$ cat src/rtl/mygo_chan_fifo_if.sv
// Producer/consumer handshake bundle for mygo_chan_fifo.
// slave = FIFO side, master = the processes around it.
interface mygo_chan_fifo_if #(
  parameter int WIDTH = 32
);
  logic [WIDTH-1:0] in_data;
  logic             in_valid;
  logic             in_ready;
  logic             in_close;
  logic [WIDTH-1:0] out_data;
  logic             out_valid;
  logic             out_ready;
  logic             out_eof;

  modport slave (
    input  in_data, in_valid, in_close, out_ready,
    output in_ready, out_data, out_valid, out_eof
  );

  modport master (
    output in_data, in_valid, in_close, out_ready,
    input  in_ready, out_data, out_valid, out_eof
  );
endinterface

$ cat src/rtl/mygo_chan_fifo.sv
// Parametrised Go channel FIFO with close / end-of-stream semantics.
// Optional statistics outputs are enabled by defining MYGO_CHAN_STATS_EN.
module mygo_chan_fifo #(
  parameter  int WIDTH = 32,
  parameter  int DEPTH = 1,
  localparam int CW    = $clog2(DEPTH + 1)
) (
  input  logic                   clk,
  input  logic                   rst,
  mygo_chan_fifo_if.slave        ch,
  output logic [CW-1:0]          count
`ifdef MYGO_CHAN_STATS_EN
  ,
  output logic [CW-1:0]          stat_hwm,
  output logic [31:0]            stat_push_cnt,
  output logic                   stat_err_wr_closed
`endif
);

  localparam int              PW   = (DEPTH > 1) ? $clog2(DEPTH) : 1;
  localparam logic [CW-1:0]   FULL = CW'(DEPTH);
  localparam logic [PW-1:0]   LAST = PW'(DEPTH - 1);

  logic [WIDTH-1:0] mem [DEPTH];
  logic [PW-1:0]    wr_ptr;
  logic [PW-1:0]    rd_ptr;
  logic             closed;
  logic             push;
  logic             pop;

  // Readiness depends only on state, so a full FIFO never frees space
  // for a push in the same cycle as a pop.
  assign ch.in_ready  = (count != FULL) && !closed;
  assign ch.out_valid = (count != '0);
  assign ch.out_eof   = closed && (count == '0);
  assign ch.out_data  = mem[rd_ptr];

  assign push = ch.in_valid && ch.in_ready;
  assign pop  = ch.out_valid && ch.out_ready;

  always_ff @(posedge clk) begin
    if (push && !rst) begin
      mem[wr_ptr] <= ch.in_data;
    end
  end

  always_ff @(posedge clk) begin
    if (rst) begin
      wr_ptr <= '0;
      rd_ptr <= '0;
      count  <= '0;
      closed <= 1'b0;
    end else begin
      if (push) begin
        wr_ptr <= (wr_ptr == LAST) ? '0 : wr_ptr + PW'(1);
      end
      if (pop) begin
        rd_ptr <= (rd_ptr == LAST) ? '0 : rd_ptr + PW'(1);
      end
      if (push && !pop) begin
        count <= count + CW'(1);
      end else if (pop && !push) begin
        count <= count - CW'(1);
      end
      // A push accepted alongside the close strobe is still buffered above.
      if (ch.in_close) begin
        closed <= 1'b1;
      end
    end
  end

`ifdef MYGO_CHAN_STATS_EN
  always_ff @(posedge clk) begin
    if (rst) begin
      stat_hwm           <= '0;
      stat_push_cnt      <= '0;
      stat_err_wr_closed <= 1'b0;
    end else begin
      if (count > stat_hwm) begin
        stat_hwm <= count;
      end
      if (push) begin
        stat_push_cnt <= stat_push_cnt + 32'd1;
      end
      if (ch.in_valid && closed) begin
        stat_err_wr_closed <= 1'b1;
      end
    end
  end
`endif

endmodule

$ cat src/flat_wrapper.sv
// flat-port wrapper written by rule: the top's interface ports become plain ports
module mygo_chan_fifo_flat 
#(
  parameter  int WIDTH = 32,
  parameter  int DEPTH = 1,
  localparam int CW    = $clog2(DEPTH + 1)
)
  (clk, rst, count, ch_in_data, ch_in_valid, ch_in_close, ch_out_ready, ch_in_ready, ch_out_data, ch_out_valid, ch_out_eof);
  mygo_chan_fifo_if #(.WIDTH(WIDTH)) ch_i ();
  input  logic clk;
  input  logic rst;
  output logic [CW-1:0] count;
  input wire logic [$bits(ch_i.in_data)-1:0] ch_in_data;
  input wire logic [$bits(ch_i.in_valid)-1:0] ch_in_valid;
  input wire logic [$bits(ch_i.in_close)-1:0] ch_in_close;
  input wire logic [$bits(ch_i.out_ready)-1:0] ch_out_ready;
  output wire logic [$bits(ch_i.in_ready)-1:0] ch_in_ready;
  output wire logic [$bits(ch_i.out_data)-1:0] ch_out_data;
  output wire logic [$bits(ch_i.out_valid)-1:0] ch_out_valid;
  output wire logic [$bits(ch_i.out_eof)-1:0] ch_out_eof;
  assign ch_i.in_data = ch_in_data;
  assign ch_i.in_valid = ch_in_valid;
  assign ch_i.in_close = ch_in_close;
  assign ch_i.out_ready = ch_out_ready;
  assign ch_in_ready = ch_i.in_ready;
  assign ch_out_data = ch_i.out_data;
  assign ch_out_valid = ch_i.out_valid;
  assign ch_out_eof = ch_i.out_eof;
  mygo_chan_fifo #(.WIDTH(WIDTH), .DEPTH(DEPTH)) u_core (.clk(clk), .rst(rst), .ch(ch_i), .count(count));
endmodule
$ cat config.mk
export PLATFORM = sky130hd
export DESIGN_NAME = mygo_chan_fifo_flat
export DESIGN_NICKNAME = d
export VERILOG_FILES = /design/src/rtl/mygo_chan_fifo_if.sv /design/src/rtl/mygo_chan_fifo.sv /design/src/flat_wrapper.sv
export SDC_FILE = /design/constraint.sdc
export NUM_CORES = 1
export LEC_CHECK = 0
export CAP_MARGIN = 15
export CORE_ASPECT_RATIO = 0.7
export CORE_MARGIN = 3
export CORE_UTILIZATION = 31
export CTS_BUF_LIST = sky130_fd_sc_hd__clkbuf_16
export CTS_CLUSTER_SIZE = 16
export DETAILED_ROUTE_END_ITERATION = 12
export PLACE_DENSITY = 0.75
export SLEW_MARGIN = 20
export SYNTH_ARGS = -nofsm -noshare
export SYNTH_HDL_FRONTEND = slang
export SYNTH_SLANG_ARGS = --single-unit
$ cat constraint.sdc
create_clock -name clk -period 2.9 [get_ports clk]
set_clock_uncertainty 0.2 [all_clocks]
set_input_delay 0.58 -clock clk [delete_from_list [all_inputs] [get_ports clk]]
set_output_delay 0.58 -clock clk [all_outputs]
set_load 0.1 [all_outputs]
; After elaboration in Yosys (flattened, before gate mapping)
; Memory sizes are Yosys's and may differ from the RTL's.
; Cells that the tools add are included.
[op_classes]
add_sub_neg = 2
n_mux = 4
bitwise_logic = 1
reduce_logical = 12
[op_table]
columns = operator, count
row1 = $logic_and A1 B1 Y1, 7
row2 = $logic_not A1 Y1, 4
row3 = $mux W1, 4
row4 = $reduce_bool A2 Y1, 1
row5 = $add A1 B1 Y1 const B, 1
row6 = $not A1 Y1, 1
row7 = $sub A1 B1 Y1 const B, 1
[word_totals]
reg_bits = 2
ram_bits = 32
output_inout_bits = 36
memories = 1
[memory_table]
columns = name, words, word_bits, read_ports, rd_clocked_by_memory_dff, write_ports, line
row1 = u_core.mem, 1, 32, 1, 0, 1, mygo_chan_fifo.sv:24  ; logic [WIDTH-1:0] mem [DEPTH];

; Longest topological paths before layout
; Gate-level depths: netlist (run 1).
[logic_depth]
depth_word = 7
ltp_mapped = 2

; Worst setup path after synthesis (run 1)
; Ideal clock, no wire load.
[synth_timing]
kind = reg-to-reg
start = register u_core.count, in the netlist u_core.ch.out_valid
end = memory u_core.mem[0][0], enable pin
t_arrival_ps = 2711
t_required_ps = 2258
slack_ps = -454
path_stages_with_launch = 2
n_path_buf = 0
synth_period_minus_slack_ps = 3354
path_cell_list = dfxtp_1 > nor4b_2
[synth_between]
elab_chain_cells = 6
[synth_lines]
columns = element, line
row1 = from (decl), mygo_chan_fifo.sv:11  ; output logic [CW-1:0] count
row2 = from (signal assigned), mygo_chan_fifo.sv:61  ; count <= count + CW'(1);
row3 = from (signal assigned), mygo_chan_fifo.sv:63  ; count <= count - CW'(1);
row4 = $not A1 Y1, mygo_chan_fifo.sv:33  ; assign ch.in_ready = (count != FULL) && !closed;
row5 = $logic_and A1 B1 Y1, mygo_chan_fifo.sv:33
row6 = $logic_and A1 B1 Y1, mygo_chan_fifo.sv:38  ; assign push = ch.in_valid && ch.in_ready;
row7 = $logic_and A1 B1 Y1, mygo_chan_fifo.sv:42  ; if (push && !rst) begin
row8 = $mux W1, mygo_chan_fifo.sv:42
row9 = $mux W1 (implied by the code), mygo_chan_fifo.sv:43  ; mem[wr_ptr] <= ch.in_data;
row10 = to (decl), mygo_chan_fifo.sv:24
; No other way between the ends.

; Worst setup path in the final report (run 1)
[layout_timing]
start = input port rst
end = memory u_core.mem[0][27], enable pin
[layout_between]
elab_chain_cells = 4
[layout_lines]
columns = element, line
row1 = from (decl), flat_wrapper.sv:11  ; input logic rst;
row2 = $logic_not A1 Y1, mygo_chan_fifo.sv:42
row3 = $logic_and A1 B1 Y1, mygo_chan_fifo.sv:42
row4 = $mux W1, mygo_chan_fifo.sv:42
row5 = $mux W1 (implied by the code), mygo_chan_fifo.sv:43
; No other way between the ends.

==> results.py, run 1 <==
metrics = {
    "route": {
        "vias": 668,
        "wirelength_um": 2210,
        "via_per_inst": 3.98,
        "avgRoutedWirePerCell_um": 13.1,
        "drc": 0,
        "ant_nets": 0,
        "first_pass_iters": 4,
        "first_iter_violations": 22,
    },
    "cts": {
        "clockRootBuffer": "clkbuf_16",
        "cts_buffers": 5,
        "cts_sinks": 34,
        "cts_resized": 0,
        "clk_latency_ns": 0.27,
        "clk_pin_slew_ns": 0.05,
        "htreeDepth": 2,
        "cts_hold_buf": 0,
        "tritoncts": "yes",
        "post-cts-setup-buffers": 0,
        "cts.path.max_buffers": 2,
    },
    "yosys": {
        "ys_ff_latch": 34,
        "syn_area_sq_um": 1060,
        "yosysWarnings": 0,
        "syn_area_per_cell_sq_um": 25.2,
        "synth_cell_type_count": 8,
        "seq_area_frac_synth": 0.947,
        "synthesis.nets": 79,
        "syn_inst": 42,
    },
    "setup_path": {
        "worst-setup-path-type": "input pin to flip-flop",
        "r2r_end": "u_core.mem[0][27]",
        "reg2reg_depth": 2,
        "end_kind": "flip-flop",
        "r2r-start": "u_core.ch.out_valid",
        "cpPeakStageDelay_ns": 0.49,
        "crit_arrival_ns": 1.73,
        "reg2reg_slack_ns": 1.28,
        "worstPathMaxFanout": 33,
        "cpMaxStageDelayCell": "clkdlybuf4s50_1",
        "critPathLaunchType": "input pin",
        "cp_cell_sequence": "clkdlybuf4s50_1, nor4b_4, buf_4",
        "required_ns": 2.62,
    },
    "floorplan": {
        "ios": 73,
        "start_util": 0.329,
        "die_h_um": 54.9,
        "core_area_sq_um": 3210,
        "floorplan.rows": 17,
        "dieArea_sq_um": 4160,
        "die_w_um": 75.8,
    },
    "timing": {
        "tns_ns": 0,
        "hold_violations": 0,
        "finalCritPeriodShare": 0.692,
        "slew_headroom": 0.730,
        "fin_hold_ws_ns": 0.345,
        "worstMarginPinSlew_ns": 0.405,
        "period_minus_slack_ns": 2.01,
        "drv_slew": 0,
        "setup_viol": 0,
        "fmaxAchievable_ghz": 0.498,
        "rsz0062_at_grt": "no",
    },
    "global_route": {
        "grt_max_degree": 34,
        "antenna_found_initial": 0,
        "grt_first_pass_wirelength_um": 2780,
        "grt_pass1_vias": 570,
        "grt-ovfl-total": 0,
        "grt_usage": 0.0971,
    },
    "power_and_ir_drop": {
        "pwr_density_cell_nw_per_um2": 720,
        "finalPower_w": 0.00138,
        "p_leak_nw": 0.733,
        "irDropWorstVdd_v": 0.000259,
    },
    "layout": {
        "final_util": 0.596,
        "layout.nets": 158,
        "antenna_cells": 0,
        "area_delta_synth_final_pct": 81.1,
        "layout-drive-gt1-share": 0.372,
    },
    "run": {
        "cap_violations": 0,
    },
    "min_path": {
        "hold-path-cell-count": 2,
        "hold_end": "u_core.closed",
        "min_from": "u_core.closed",
        "hp-class": "flip-flop to flip-flop",
    },
    "placement": {
        "gp_congestion": 0.655,
        "io_buffers": 72,
    },
    "run_status": {
        "status": "finished clean",
    },
}
[cell usage in the layout, fill, tap and decap left out]
master	count
nor2_1	3
and2b_2	1
clkbuf_16	5
nor3b_1	1
edfxtp_1	32
clkdlybuf4s50_1	36
dfxtp_1	2
nor4b_4	1
or2_1	1
buf_4	37
bufinv_16	1
clkinv_1	1
[sequential cells by signal (all words and copies together), names as in the netlist]
register and flops:
u_core.mem 32, u_core.ch.out_valid 1, u_core.closed 1
[worst max-delay path, delay by kind of cell]
family	cells	cell delay, ns
buffers and inverters	2	0.90
AND/OR/NAND/NOR	1	0.24
[area by class of cell]
class	instances	area, sq um
clock buffers	5	125
clock inverters	2	33.8
fillers	244	1300
multi-input cells	7	57.6
flip-flops and latches	34	1000
well taps	47	58.8
repair buffers	73	638
[synth_stat cells]
cell / n / area share
edfxtp_1: 32 / 0.91
nor2_1: 3 / 0.011
dfxtp_1: 2 / 0.038
and2b_2: 1 / 0.0083
buf_4: 1 / 0.0071
nor3b_1: 1 / 0.0071
nor4b_2: 1 / 0.014
or2_1: 1 / 0.0059
[logic make-up (layout without fill, tap and decap cells)]
logic type	after synthesis	after routing	share of synthesized area
DFF	34	34	0.947
buffers and inverters	1	80	0.00710
and+or+nand+nor	7	7	0.0462
[power by group]
| part | internal (W) | leakage, nW | switching [W] |
|---|---|---|---|
| Combinational | 0.0000721 | 0.344 | 0.000176 |
| Sequential | 0.000561 | 0.311 | 0.00000752 |
| Clock | 0.000396 | 0.0773 | 0.000166 |
[layer usage]
metal | share of wire | GRT usage | vias to the layer above | routed length, um
li1 | - | - | 320 | -
met1 | 0.37 | 0.106 | 309 | 822
met2 | 0.48 | 0.146 | 37 | 1060
met3 | 0.14 | 0.0606 | 2 | 313
met4 | 0.0036 | 0.0523 | 0 | 8
met5 | 0 | 0 | - | 0
[stage by stage]
step                      cells  setup slack [ns]  instance area, sq um
after floorplan              42           0.00571                  1070
after global placement      161             0.683                  1760
after detailed placement    161             0.610                  1760
after CTS                   168             0.895                  1910
after global routing        168             0.791                  1910
final                       168             0.893                  1910
[worst max path at each step]
stage / from / end / cells past startpoint
floorplan: u_core.ch.out_valid / ch_in_ready / 1
global placement: rst / u_core.mem[0][26] / 3
detailed placement: rst / u_core.mem[0][23] / 3
CTS: rst / u_core.mem[0][23] / 3
global route: rst / u_core.mem[0][4] / 3
finish: rst / u_core.mem[0][27] / 3
(Power assumes the default switching activity.)
==> run 2, diff against run 1 <==
--- a/config.mk
+++ b/config.mk
@@ -8,11 +8,11 @@
 export CAP_MARGIN = 15
 export CORE_ASPECT_RATIO = 0.7
 export CORE_MARGIN = 3
-export CORE_UTILIZATION = 31
+export CORE_UTILIZATION = 34
 export CTS_BUF_LIST = sky130_fd_sc_hd__clkbuf_16
 export CTS_CLUSTER_SIZE = 16
 export DETAILED_ROUTE_END_ITERATION = 12
-export PLACE_DENSITY = 0.75
+export PLACE_DENSITY = 0.78
 export SLEW_MARGIN = 20
 export SYNTH_ARGS = -nofsm -noshare
 export SYNTH_HDL_FRONTEND = slang
==> constraint.sdc (replaced) <==
create_clock -name clk -period 2.05 [get_ports clk]
set_clock_uncertainty 0.2 [all_clocks]
set_input_delay 0.41 -clock clk [delete_from_list [all_inputs] [get_ports clk]]
set_output_delay 0.41 -clock clk [all_outputs]
set_load 0.1 [all_outputs]
==> run 2 against run 1 <==
Effect of this change: hold slack improved by 0.067 ns; cell count fell by 5.4%; combinational power rose by 77%; sequential share of layout area fell by 9.7 points; design area rose by 23%; clock power rose by 20%; critical path depth did not move; die area fell by 8.0%; first-iteration DRC count rose by 32%; power rose by 40%; register-to-register slack got worse by 0.76 ns; critical path type unchanged; largest power group unchanged; highest routed layer unchanged.
==> results.py, run 2 (same netlist as run 1, synthesis figures left out) <==
metrics = {
    "layout": {
        "area_delta_synth_final_pct": 123,
        "regMostFlops": "u_core.mem",
        "final_common_cell": "buf_12",
        "layout_common_cells": "37 x buf_12, 36 x clkdlybuf4s50_1, 32 x edfxtp_1, 5 x clkbuf_16",
        "largest_reg_flops": 32,
        "fill_cells": 149,
        "layout-drive-gt1-share": 0.390,
        "antenna_cells": 0,
        "seq_area_sq_um": 1000,
        "layout.nets": 160,
        "multiInputGateArea_sq_um": 60.1,
    },
    "timing": {
        "setup_viol": 0,
        "rsz0062_at_grt": "no",
        "hold_violations": 0,
        "slew_headroom": 0.796,
        "finalCritPeriodShare": 0.882,
        "drv_slew": 0,
        "worstMarginPinSlew_ns": 0.305,
        "fin_hold_ws_ns": 0.413,
        "fmaxAchievable_ghz": 0.553,
        "tns_ns": 0,
        "period_minus_slack_ns": 1.81,
        "finalWorstSetupSlack_ns": 0.242,
    },
    "floorplan": {
        "ios": 73,
        "die_w_um": 72.7,
        "floorplan.rows": 16,
        "core_area_sq_um": 2880,
        "dieArea_sq_um": 3830,
        "start_util": 0.367,
        "die_h_um": 52.7,
    },
    "power_and_ir_drop": {
        "pwr_density_cell_nw_per_um2": 820,
        "pwr-share-seq": 0.425,
        "switchingPower_w": 0.000527,
        "clockPowerShare": 0.348,
        "power_frac_comb": 0.227,
        "p_int_w": 0.00141,
        "sw_frac_of_total": 0.272,
        "p_leak_nw": 0.904,
        "irDropWorstVdd_v": 0.000733,
    },
    "cts": {
        "tritoncts": "yes",
        "cts_sinks": 34,
        "cts_buffers": 5,
        "post-cts-setup-buffers": 0,
        "clockRootBuffer": "clkbuf_16",
        "cts.path.max_buffers": 2,
        "htreeDepth": 2,
        "clk_latency_ns": 0.27,
        "cts_hold_buf": 0,
        "cts_resized": 0,
        "clk_pin_slew_ns": 0.05,
    },
    "setup_path": {
        "crit_arrival_ns": 1.57,
        "critPathLaunchType": "input pin",
        "worstPathMaxFanout": 16,
        "required_ns": 1.81,
        "worst-setup-path-type": "input pin to flip-flop",
        "end_kind": "flip-flop",
    },
    "min_path": {
        "hp-class": "flip-flop to flip-flop",
    },
    "global_route": {
        "grt_max_degree": 18,
        "grt-ovfl-total": 0,
        "antenna_found_initial": 0,
        "grt_pass1_vias": 777,
        "grt_first_pass_wirelength_um": 4500,
        "grt_usage": 0.180,
    },
    "run_status": {
        "status": "finished clean",
    },
    "placement": {
        "gp_congestion": 0.634,
        "io_buffers": 72,
        "dp_slack_ns": -0.0256,
    },
    "route": {
        "drc": 0,
        "vias": 704,
        "first_iter_violations": 29,
        "wirelength_um": 3030,
        "via_per_inst": 4.43,
        "avgRoutedWirePerCell_um": 19.1,
        "ant_nets": 0,
        "first_pass_iters": 4,
    },
    "run": {
        "cap_violations": 0,
    },
}
-- run 2: changes by cell type in the layout (fill, tap and decap cells not counted) --
cell	previous run	this run
buf_4	37	2
nor2_1	3	2
inv_1	0	2
buf_12	0	37
nor2_2	0	1
dfxtp_4	0	1
clkinv_1	1	0
bufinv_16	1	0
dfxtp_1	2	1
-- run 2: final timing paths --
check | start | to | slack [ns] | cells past startpoint
worst max-delay path | rst | u_core.mem[0][15] | 0.24 | 3
worst min-delay path | u_core.closed | u_core.closed | 0.41 | 2
worst max register to register | u_core.closed | u_core.mem[0][15] | 0.52 | 2
worst min register to register | u_core.closed | u_core.closed | 0.41 | 2
-- run 2: critical path, stage by stage --
cell and delay (ns):
clkdlybuf4s50_1 0.47, nor4b_4 0.39, buf_4 0.30
-- run 2: power by group through the flow --
stage               logic [W]  registers, W  clock network, W
floorplan           0.0000592      0.000995                 0
global placement     0.000432      0.000833                 0
detailed placement   0.000438      0.000834                 0
CTS                  0.000442      0.000822          0.000694
global route         0.000449      0.000823          0.000735
finish               0.000439      0.000822          0.000674
-- run 2: cell type report --
type,instances,share of cell area
multi-input combinational,7,0.0255
clock inverter,2,0.00318
clock buffer,5,0.0531
sequential,34,0.426
timing repair buffer,75,0.473
tap,36,0.0191
-- run 2: per-layer routing --
| layer | global-route usage | part of all wire |
|---|---|---|
| met5 | 0 | 0 |
| met4 | 0.0859 | 0.016 |
| met3 | 0.117 | 0.13 |
| met2 | 0.275 | 0.50 |
| met1 | 0.193 | 0.35 |
-- run 2: stage by stage --
stage	util	power, W	instances	cell area, sq um
finish	0.818	0.00193	159	2360
global route	0.818	0.00201	159	2360
CTS	0.818	0.00196	159	2360
detailed placement	0.772	0.00127	152	2230
global placement	0.772	0.00126	152	2230
floorplan	-	0.00105	42	1070
